## config.mk

```make
export PLATFORM = sky130hd
export DESIGN_NAME = multicycle_controller
export DESIGN_NICKNAME = d
export VERILOG_FILES = /design/src/rtl/multicycle_controller.sv
export SDC_FILE = /design/constraint.sdc
export NUM_CORES = 1
export LEC_CHECK = 0
export BUFFER_PORTS_ARGS = -buffer_cell sky130_fd_sc_hd__buf_2
export CAP_MARGIN = 20
export CELL_PAD_IN_SITES_DETAIL_PLACEMENT = 1
export CELL_PAD_IN_SITES_GLOBAL_PLACEMENT = 2
export CORE_MARGIN = 8
export CORE_UTILIZATION = 19
export DETAILED_ROUTE_END_ITERATION = 10
export PLACE_DENSITY_LB_ADDON = 0.1
export SETUP_SLACK_MARGIN = 0.3
export SLEW_MARGIN = 20
export SYNTH_ARGS = -nofsm -noshare
export SYNTH_HDL_FRONTEND = slang
export SYNTH_SLANG_ARGS = --single-unit
```

## constraint.sdc

```tcl
create_clock -name clk -period 1.9 [get_ports clk]
set_clock_uncertainty 0.15 [all_clocks]
set_input_delay 0.285 -clock clk [delete_from_list [all_inputs] [get_ports clk]]
set_output_delay 0.285 -clock clk [all_outputs]
set_load 0.05 [all_outputs]
```

## src/rtl/multicycle_controller.sv

```systemverilog
// multicycle_controller
//   Control FSM for a multicycle RV32I datapath with a shared instruction/data
//   memory port. Each instruction (lw, sw, R-type, I-type ALU, beq, jal) is
//   broken into a per-cycle state sequence that drives the datapath muxes and
//   enables. Memory accesses may stall on mem_ready; an optional wait limit
//   aborts a stalled access back to FETCH.
//
//   State table (state | meaning):
//     FETCH    (0)  | read instruction at PC, PC <= PC + 4 on mem_ready
//     DECODE   (1)  | register read, branch target = OldPC + imm
//     MEMADR   (2)  | address = rs1 + imm for lw/sw
//     MEMREAD  (3)  | data read at computed address
//     MEMWB    (4)  | write loaded data to rd
//     MEMWRITE (5)  | store rs2 to computed address
//     EXECR    (6)  | R-type ALU operation
//     EXECI    (7)  | I-type ALU operation
//     JAL      (8)  | PC <= target, ALUOut <= OldPC + 4
//     ALUWB    (9)  | write ALUOut to rd
//     BEQ      (10) | compare rs1/rs2, PC <= target when zero
//
// Parameters:
//   MAX_WAIT  memory wait-cycle limit per access, 0 = unlimited
//   WAIT_W    wait counter width, MAX_WAIT < 2**WAIT_W
//
// Ports:
//   clk, rst             clock (rising edge), async active-high reset
//   op                   opcode field of the instruction register
//   zero                 ALU zero flag
//   mem_ready            memory access completes this cycle
//   pc_write, adr_src, mem_write, ir_write, reg_write,
//   result_src, alu_src_a, alu_src_b, alu_op, imm_src
//                        datapath controls
//   illegal_op           pulse in DECODE on an unsupported opcode
//   mem_timeout          pulse when a memory wait hits MAX_WAIT
//   instr_done           pulse on the last cycle of a completed instruction
//   state                current state, for debug

module multicycle_controller #(
  parameter int MAX_WAIT = 0,
  parameter int WAIT_W   = 8
) (
  input  logic       clk,
  input  logic       rst,
  input  logic [6:0] op,
  input  logic       zero,
  input  logic       mem_ready,
  output logic       pc_write,
  output logic       adr_src,
  output logic       mem_write,
  output logic       ir_write,
  output logic       reg_write,
  output logic [1:0] result_src,
  output logic [1:0] alu_src_a,
  output logic [1:0] alu_src_b,
  output logic [1:0] alu_op,
  output logic [1:0] imm_src,
  output logic       illegal_op,
  output logic       mem_timeout,
  output logic       instr_done,
  output logic [3:0] state
);

  typedef enum logic [3:0] {
    FETCH    = 4'd0,
    DECODE   = 4'd1,
    MEMADR   = 4'd2,
    MEMREAD  = 4'd3,
    MEMWB    = 4'd4,
    MEMWRITE = 4'd5,
    EXECR    = 4'd6,
    EXECI    = 4'd7,
    JAL      = 4'd8,
    ALUWB    = 4'd9,
    BEQ      = 4'd10
  } stateT;

  localparam logic [6:0] OP_LW   = 7'b0000011;
  localparam logic [6:0] OP_SW   = 7'b0100011;
  localparam logic [6:0] OP_R    = 7'b0110011;
  localparam logic [6:0] OP_I    = 7'b0010011;
  localparam logic [6:0] OP_BEQ  = 7'b1100011;
  localparam logic [6:0] OP_JAL  = 7'b1101111;

  localparam bit              LIMITED  = (MAX_WAIT != 0);
  localparam logic [WAIT_W-1:0] WAIT_LIM = WAIT_W'(MAX_WAIT);

  stateT             curState;
  stateT             nextState;
  logic [WAIT_W-1:0] waitCnt;
  logic              inWaitState;
  logic              timeout;

  assign inWaitState = (curState == FETCH) || (curState == MEMREAD) ||
                       (curState == MEMWRITE);
  // mem_ready on the limit cycle is a normal completion, hence the !mem_ready.
  assign timeout = LIMITED && inWaitState && (waitCnt == WAIT_LIM) && !mem_ready;

  // State register
  always_ff @(posedge clk or posedge rst) begin
    if (rst) begin
      curState <= FETCH;
    end else begin
      curState <= nextState;
    end
  end

  // Wait counter: counts stalled cycles while a memory state holds; any
  // transition (including a timeout back into FETCH) restarts it from zero.
  always_ff @(posedge clk or posedge rst) begin
    if (rst) begin
      waitCnt <= '0;
    end else if (inWaitState && (nextState == curState) && !timeout) begin
      if (waitCnt != '1) begin
        waitCnt <= waitCnt + WAIT_W'(1);
      end
    end else begin
      waitCnt <= '0;
    end
  end

  // Next-state logic
  always_comb begin
    nextState = FETCH;
    case (curState)
      FETCH: begin
        if (timeout)        nextState = FETCH;
        else if (mem_ready) nextState = DECODE;
        else                nextState = FETCH;
      end
      DECODE: begin
        case (op)
          OP_LW, OP_SW: nextState = MEMADR;
          OP_R:         nextState = EXECR;
          OP_I:         nextState = EXECI;
          OP_JAL:       nextState = JAL;
          OP_BEQ:       nextState = BEQ;
          default:      nextState = FETCH;
        endcase
      end
      MEMADR: begin
        if (op == OP_LW)      nextState = MEMREAD;
        else if (op == OP_SW) nextState = MEMWRITE;
        else                  nextState = FETCH;
      end
      MEMREAD: begin
        if (timeout)        nextState = FETCH;
        else if (mem_ready) nextState = MEMWB;
        else                nextState = MEMREAD;
      end
      MEMWB:    nextState = FETCH;
      MEMWRITE: begin
        if (timeout || mem_ready) nextState = FETCH;
        else                      nextState = MEMWRITE;
      end
      EXECR:    nextState = ALUWB;
      EXECI:    nextState = ALUWB;
      JAL:      nextState = ALUWB;
      ALUWB:    nextState = FETCH;
      BEQ:      nextState = FETCH;
      default:  nextState = FETCH;
    endcase
  end

  // Output decode: Moore on state, except the strobes/pulses that need inputs
  always_comb begin
    pc_write    = 1'b0;
    adr_src     = 1'b0;
    mem_write   = 1'b0;
    ir_write    = 1'b0;
    reg_write   = 1'b0;
    result_src  = 2'b00;
    alu_src_a   = 2'b00;
    alu_src_b   = 2'b00;
    alu_op      = 2'b00;
    illegal_op  = 1'b0;
    mem_timeout = timeout;
    instr_done  = 1'b0;
    case (curState)
      FETCH: begin
        alu_src_b  = 2'b10;
        result_src = 2'b10;
        ir_write   = mem_ready;
        pc_write   = mem_ready;
      end
      DECODE: begin
        alu_src_a = 2'b01;
        alu_src_b = 2'b01;
        case (op)
          OP_LW, OP_SW, OP_R, OP_I, OP_JAL, OP_BEQ: illegal_op = 1'b0;
          default:                                  illegal_op = 1'b1;
        endcase
      end
      MEMADR: begin
        alu_src_a = 2'b10;
        alu_src_b = 2'b01;
      end
      MEMREAD: begin
        adr_src = 1'b1;
      end
      MEMWB: begin
        result_src = 2'b01;
        reg_write  = 1'b1;
        instr_done = 1'b1;
      end
      MEMWRITE: begin
        adr_src = 1'b1;
        // The strobe drops on the timeout cycle so an aborted store never lands.
        mem_write  = !timeout;
        instr_done = mem_ready;
      end
      EXECR: begin
        alu_src_a = 2'b10;
        alu_op    = 2'b10;
      end
      EXECI: begin
        alu_src_a = 2'b10;
        alu_src_b = 2'b01;
        alu_op    = 2'b10;
      end
      JAL: begin
        alu_src_a = 2'b01;
        alu_src_b = 2'b10;
        pc_write  = 1'b1;
      end
      ALUWB: begin
        reg_write  = 1'b1;
        instr_done = 1'b1;
      end
      BEQ: begin
        alu_src_a  = 2'b10;
        alu_op     = 2'b01;
        pc_write   = zero;
        instr_done = 1'b1;
      end
      default: begin
        mem_timeout = 1'b0;
      end
    endcase
  end

  always_comb begin
    case (op)
      OP_SW:   imm_src = 2'b01;
      OP_BEQ:  imm_src = 2'b10;
      OP_JAL:  imm_src = 2'b11;
      default: imm_src = 2'b00;
    endcase
  end

  assign state = curState;

endmodule
```

== After elaboration in Yosys (flattened, before gate mapping) ==
Index checks and enable logic that the tools add are counted.

* $add $sub $neg: 0
* Multiply operators: 0
* Divide/modulo/power cells: 0
* Order comparisons: 0
* Eq/ne operators: 16
* Shift-type cells: 0
* Multiplexer cells: 20
* Bitwise operators: 0
* Reduce and logical (&&, ||, !) cells: 12

{| class="wikitable"
|+ Operator list
! operator !! count
|-
| $pmux W4 S6 || 1
|-
| $pmux W4 S5 || 1
|-
| $eq A4 B3 Y1 const B || 4
|-
| $pmux W2 S2 || 4
|-
| $eq A7 B6 Y1 const B || 2
|-
| $eq A7 B7 Y1 const B || 2
|-
| $eq A4 B4 Y1 const B || 3
|-
| $mux W3 || 4
|-
| $reduce_or A2 Y1 || 6
|-
| $reduce_or A3 Y1 || 3
|-
| $eq A4 B2 Y1 const B || 2
|-
| $eq A7 B2 Y1 const B || 1
|-
| $eq A7 B5 Y1 const B || 1
|-
| $mux W1 || 7
|-
| $pmux W2 S3 || 1
|-
| $reduce_or A6 Y1 || 1
|-
| $eq A4 B1 Y1 const B || 1
|-
| $logic_not A4 Y1 || 1
|-
| $reduce_or A4 Y1 || 1
|-
| $pmux W1 S3 || 1
|-
| $pmux W1 S2 || 1
|}

* Register bits: 4
* Bits in latches: 0
* Bits in writable memories: 0
* Bits in read-only memories: 0
* Bits of input ports: 11
* Output and inout bits: 22
* Logic and storage cells: 49
* Memories: 0

== Logic depth before layout (Yosys ltp) ==
* Depth after elaboration: 4
* Depth in mapped cells: 6
* Depth with buffers taken out: 4

== Worst setup path after synthesis ==
OpenSTA, ideal clock, no wires.

* Path type: register -> output
* Start point: reg curState[0], in the netlist state[0]
* End point: out ir_write
* Arrival: 3.049 ns
* Required time: 1.465 ns
* Setup slack: -1.584 ns
* Stages on the path, launching flop included: 4
* Buffers on the path: 1
* Cell sequence: dfrtp_1 > buf_2 > nor4_1 > and2_1

* Word-level cells in the longest chain between the ends: 2

{| class="wikitable"
|+ Ends and longest elaborated chain
! item !! RTL line !! text
|-
| start, declared || 87 || <nowiki>stateT curState;</nowiki>
|-
| start signal, assigned || 103 || <nowiki>curState <= nextState;</nowiki>
|-
| $logic_not A4 Y1 || 178 || <nowiki>case (curState)</nowiki>
|-
| $mux W1 || 178 ||
|-
| end, declared || 50 || <nowiki>output logic ir_write,</nowiki>
|}

No other way between the ends.

== Worst setup path in the final report ==
* Start point: reg curState[0], in the netlist state[0]
* End point: out instr_done

* Word-level cells in the longest chain between the ends: 3
* Elaborated cells between the ends (all ways): 6
* Classes of those cells: eq/ne: 4; mux: 1; reduce/logical: 1

{| class="wikitable"
|+ Ends and longest elaborated chain
! item !! RTL line !! text
|-
| $eq A4 B4 Y1 or $eq A4 B3 Y1 (tied branches) || 178 ||
|-
| $reduce_or A3 Y1 (no source line) || -- ||
|-
| $pmux W1 S2 * || 178 ||
|-
| end, declared || 59 || <nowiki>output logic instr_done,</nowiki>
|}

Mark *: on every way between the ends. The rest lies on a longest branch, timed or not.

==> flow_results.xml <==
<?xml version="1.0" encoding="UTF-8"?>
<metrics>
  <group name="synthesis">
    <metric name="mappedNetlistNets" unit="">83</metric>
    <metric name="synthesis.area" unit="µm²">504</metric>
    <metric name="yosysSeqAreaShare" unit="">0.199</metric>
    <metric name="dominantRegCellSynth" unit="">sky130_fd_sc_hd__dfrtp_1</metric>
    <metric name="synth-async-reset-ratio" unit="">1.00</metric>
    <metric name="synth.top_cells.by_count" unit="">sky130_fd_sc_hd__nand2_1 (7), sky130_fd_sc_hd__nor2_1 (7), sky130_fd_sc_hd__buf_2 (6)</metric>
    <metric name="postSynthAreaPerCell" unit="µm²">7.00</metric>
    <metric name="yosysTopAreaCellShare" unit="">0.199</metric>
    <metric name="synth-edff-count" unit="">0</metric>
    <metric name="netlist_instances" unit="">72</metric>
    <metric name="number_of_warnings_printed_during_yosys_synthesis" unit="">0</metric>
    <metric name="synth.ff_latch_count" unit="">4</metric>
    <metric name="synth_area_leaders" unit="">sky130_fd_sc_hd__dfrtp_1 (20%), sky130_fd_sc_hd__nand2b_1 (6.2%), sky130_fd_sc_hd__buf_2 (6.0%)</metric>
    <metric name="yosysTopAreaCell" unit="">sky130_fd_sc_hd__dfrtp_1</metric>
    <metric name="netlist-cell-type-count" unit="">33</metric>
  </group>
  <group name="timing">
    <metric name="timing.fmax" unit="MHz">514</metric>
    <metric name="finalHoldViolations" unit="">0</metric>
    <metric name="total_negative_setup_slacks" unit="ns">-0.0714</metric>
    <metric name="timing_max_transition_violations_final" unit="">0</metric>
    <metric name="period_share" unit="">1.02</metric>
    <metric name="setup_violations" unit="">3</metric>
    <metric name="rsz0062_at_grt" unit="">true</metric>
    <metric name="final_period_minus_worst_setup_slack" unit="ns">1.95</metric>
    <metric name="timing.hold.ws" unit="ns">0.202</metric>
    <metric name="setup_slack" unit="ns">-0.0466</metric>
  </group>
  <group name="worst_setup_path">
    <metric name="worstPathArrival" unit="ns">1.51</metric>
    <metric name="rr_startpoint" unit="">state[0]</metric>
    <metric name="cp_data_required_time" unit="ns">1.46</metric>
    <metric name="type_of_element_capturing_the_critical_path" unit="">output port</metric>
    <metric name="cp_cell_sequence" unit="">buf_12 &gt; and4bb_4 &gt; a211o_4 &gt; buf_8</metric>
    <metric name="critPathSlowestCell" unit="">sky130_fd_sc_hd__dfrtp_2</metric>
    <metric name="timing.critical_path.slowest_cell_delay" unit="ns">0.42</metric>
    <metric name="worst-r2r-setup-slack" unit="ns">0.10</metric>
    <metric name="critical_path.reg2reg.endpoint" unit="">state[0]</metric>
    <metric name="worst-r2r-cell-count" unit="">6</metric>
    <metric name="worst_setup_path_start_kind" unit="">flip-flop</metric>
    <metric name="timing_worst_setup_path_type" unit="">reg2out</metric>
    <metric name="critPathMaxFanout" unit="">7</metric>
  </group>
  <group name="clock_tree">
    <metric name="clkSinkCount" unit="">4</metric>
    <metric name="cts_buffer_depth" unit="">2</metric>
    <metric name="ctsRootBufferMaster" unit="">sky130_fd_sc_hd__clkbuf_4</metric>
    <metric name="clk_pin_slew" unit="ns">0.04</metric>
    <metric name="cts-buffers-inserted" unit="">3</metric>
    <metric name="h-tree-depth" unit="">1</metric>
    <metric name="worst_skew_pair.late_latency" unit="ns">0.24</metric>
    <metric name="tritoncts" unit="">done</metric>
  </group>
  <group name="global_route">
    <metric name="overflow" unit="">0</metric>
    <metric name="grt_max_degree" unit="">11</metric>
    <metric name="grt.total_usage" unit="">0.104</metric>
    <metric name="global_route_wire_length_before_repair" unit="µm">3680</metric>
    <metric name="first_global_vias" unit="">748</metric>
    <metric name="initial_antenna_violation_count" unit="">0</metric>
  </group>
  <group name="outcome">
    <metric name="violations" unit="">setup timing</metric>
    <metric name="run_status" unit="">finished, violations left</metric>
  </group>
  <group name="cells_and_area">
    <metric name="drive_above_1_share" unit="">0.762</metric>
    <metric name="largest_register_ff_count" unit="">4</metric>
    <metric name="layout-area-overhead-vs-synth" unit="%">163</metric>
    <metric name="num-fill-cells" unit="">283</metric>
    <metric name="final_core_util" unit="">0.530</metric>
    <metric name="design.final.nets" unit="">135</metric>
    <metric name="insertedDiodeCount" unit="">0</metric>
  </group>
  <group name="detailed_routing">
    <metric name="detail_route.drc_violations" unit="">0</metric>
    <metric name="detailroute.via_count" unit="">751</metric>
    <metric name="detail-route-antenna-nets" unit="">0</metric>
    <metric name="routed_wire_length_per_instance" unit="µm">16.5</metric>
    <metric name="first_iteration_detailed_routing_drc_count" unit="">17</metric>
    <metric name="post_drt_via_cell_ratio" unit="">4.94</metric>
    <metric name="detail_route.first_pass.iterations" unit="">4</metric>
    <metric name="finalWirelength" unit="µm">2510</metric>
  </group>
  <group name="floorplanning">
    <metric name="die_x" unit="µm">67.5</metric>
    <metric name="die_outline_height" unit="µm">67.5</metric>
    <metric name="initial_utilization" unit="">0.202</metric>
    <metric name="pin_count" unit="">33</metric>
    <metric name="coreArea" unit="mm²">0.00250</metric>
    <metric name="placementRows" unit="">18</metric>
    <metric name="die_area" unit="mm²">0.00456</metric>
  </group>
  <group name="power_and_ir_drop">
    <metric name="power_density" unit="mW/mm²">399</metric>
    <metric name="ir_worst_vdd" unit="mV">0.280</metric>
    <metric name="p_sw_frac" unit="">0.421</metric>
    <metric name="power.static_leakage" unit="µW">0.000565</metric>
    <metric name="power.net_switching" unit="µW">223</metric>
    <metric name="p_int" unit="µW">307</metric>
    <metric name="p_clk_frac" unit="">0.206</metric>
    <metric name="sequentialPowerShare" unit="">0.178</metric>
    <metric name="combinational_share_of_power" unit="">0.616</metric>
  </group>
  <group name="placement">
    <metric name="port-buffer-count" unit="">31</metric>
    <metric name="globalplace.congestion" unit="">0.785</metric>
    <metric name="dp_hpwl" unit="µm">1590</metric>
    <metric name="preCtsSetupSlack" unit="ns">0.0871</metric>
  </group>
  <group name="min_path">
    <metric name="timing.hold.worst_path_depth" unit="">2</metric>
    <metric name="worst_hold_path.endpoint" unit="">state[0]</metric>
    <metric name="hold_path_startpoint" unit="">op[5]</metric>
    <metric name="worst_hold_path_type" unit="">in2reg</metric>
  </group>
  <group name="job">
    <metric name="maxCapViolations" unit="">0</metric>
  </group>
</metrics>
-- power by group through the flow --
stage	clock network, µW	logic, µW	registers (µW)
3_3_place_gp	0	229	96.0
3_5_place_dp	0	230	95.8
2_1_floorplan	0	158	106
6_report	109	326	94.1
4_1_cts	109	288	94.3
5_1_grt	115	344	94.6
-- cell type report --
cell class | instances | area, µm² | area share
Clock buffer | 3 | 22.5 | 0.0170
Tap cell | 30 | 37.5 | 0.0283
Timing Repair Buffer | 54 | 529 | 0.399
Sequential cell | 4 | 105 | 0.0793
Multi-Input combinational cell | 59 | 619 | 0.467
Inverter | 2 | 11.3 | 0.00850
-- critical path: cells and delay by family, from the launching register on --
family	cells	cell delay, ns
buffers and inverters	2	0.30
AND/OR/NAND/NOR	1	0.22
flip-flops	1	0.42
AO/OA/AOI/OAI	1	0.32
-- kinds of logic (layout without fill, tap and decap cells) --
| logic type | count (synthesis) | count (layout) | synth area share |
|---|---|---|---|
| AND/OR/NAND/NOR | 42 | 42 | 0.472 |
| flip-flops | 4 | 4 | 0.199 |
| buffers and inverters | 9 | 59 | 0.0893 |
| XOR/XNOR | 3 | 3 | 0.0521 |
| AO/OA/AOI/OAI | 13 | 13 | 0.181 |
| other | 1 | 1 | 0.00744 |
-- worst max path at each step --
stage / cells past startpoint / startpoint / slack [ns] / to
after global placement: 3 / state[1] / 0.10 / instr_done
final: 4 / state[0] / -0.05 / instr_done
after CTS: 4 / state[0] / -0.02 / instr_done
after detailed placement: 3 / state[1] / 0.09 / instr_done
after floorplan: 3 / state[3] / -0.28 / ir_write
after global routing: 4 / state[2] / -0.09 / instr_done
-- repair_timing --
| item | CTS | global route |
|---|---|---|
| setup endpoints to repair | 19 | 21 |
| resized for setup | 39 | 36 |
| buffers inserted | 9 | 5 |
| pin swaps | 5 | 13 |
| hold endpoints to repair | 4 | 0 |
| hold buffers | 1 | 0 |
-- layout by cell type (no fill, tap or decap), types with 2 or more instances in the layout --
cell type,count
sky130_fd_sc_hd__dfrtp_2,4
sky130_fd_sc_hd__nor3_4,4
sky130_fd_sc_hd__xnor2_4,2
sky130_fd_sc_hd__a21oi_1,2
sky130_fd_sc_hd__nand3_1,3
sky130_fd_sc_hd__buf_6,19
sky130_fd_sc_hd__buf_4,14
sky130_fd_sc_hd__a211oi_4,2
sky130_fd_sc_hd__nand2b_4,3
sky130_fd_sc_hd__nor2_1,5
sky130_fd_sc_hd__nand2_1,6
sky130_fd_sc_hd__buf_2,11
sky130_fd_sc_hd__nand3b_1,2
sky130_fd_sc_hd__buf_8,7
sky130_fd_sc_hd__clkbuf_4,3
sky130_fd_sc_hd__buf_12,2
-- metrics by stage --
step                power [µW]  area, µm²  cells
CTS                        491       1140    147
global placement           325        891    134
global route               553       1330    152
detailed placement         326        891    134
floorplan                  264        697     72
finish                     529       1330    152
-- per-layer routing --
metal	share of wire	track usage	vias up
li1	-	-	356
met1	0.41	0.126	369
met2	0.52	0.173	22
met3	0.058	0.0281	4
met4	0.014	0.0392	0
met5	0	0	-
No activity file was read; power rests on OpenSTA's default activity.
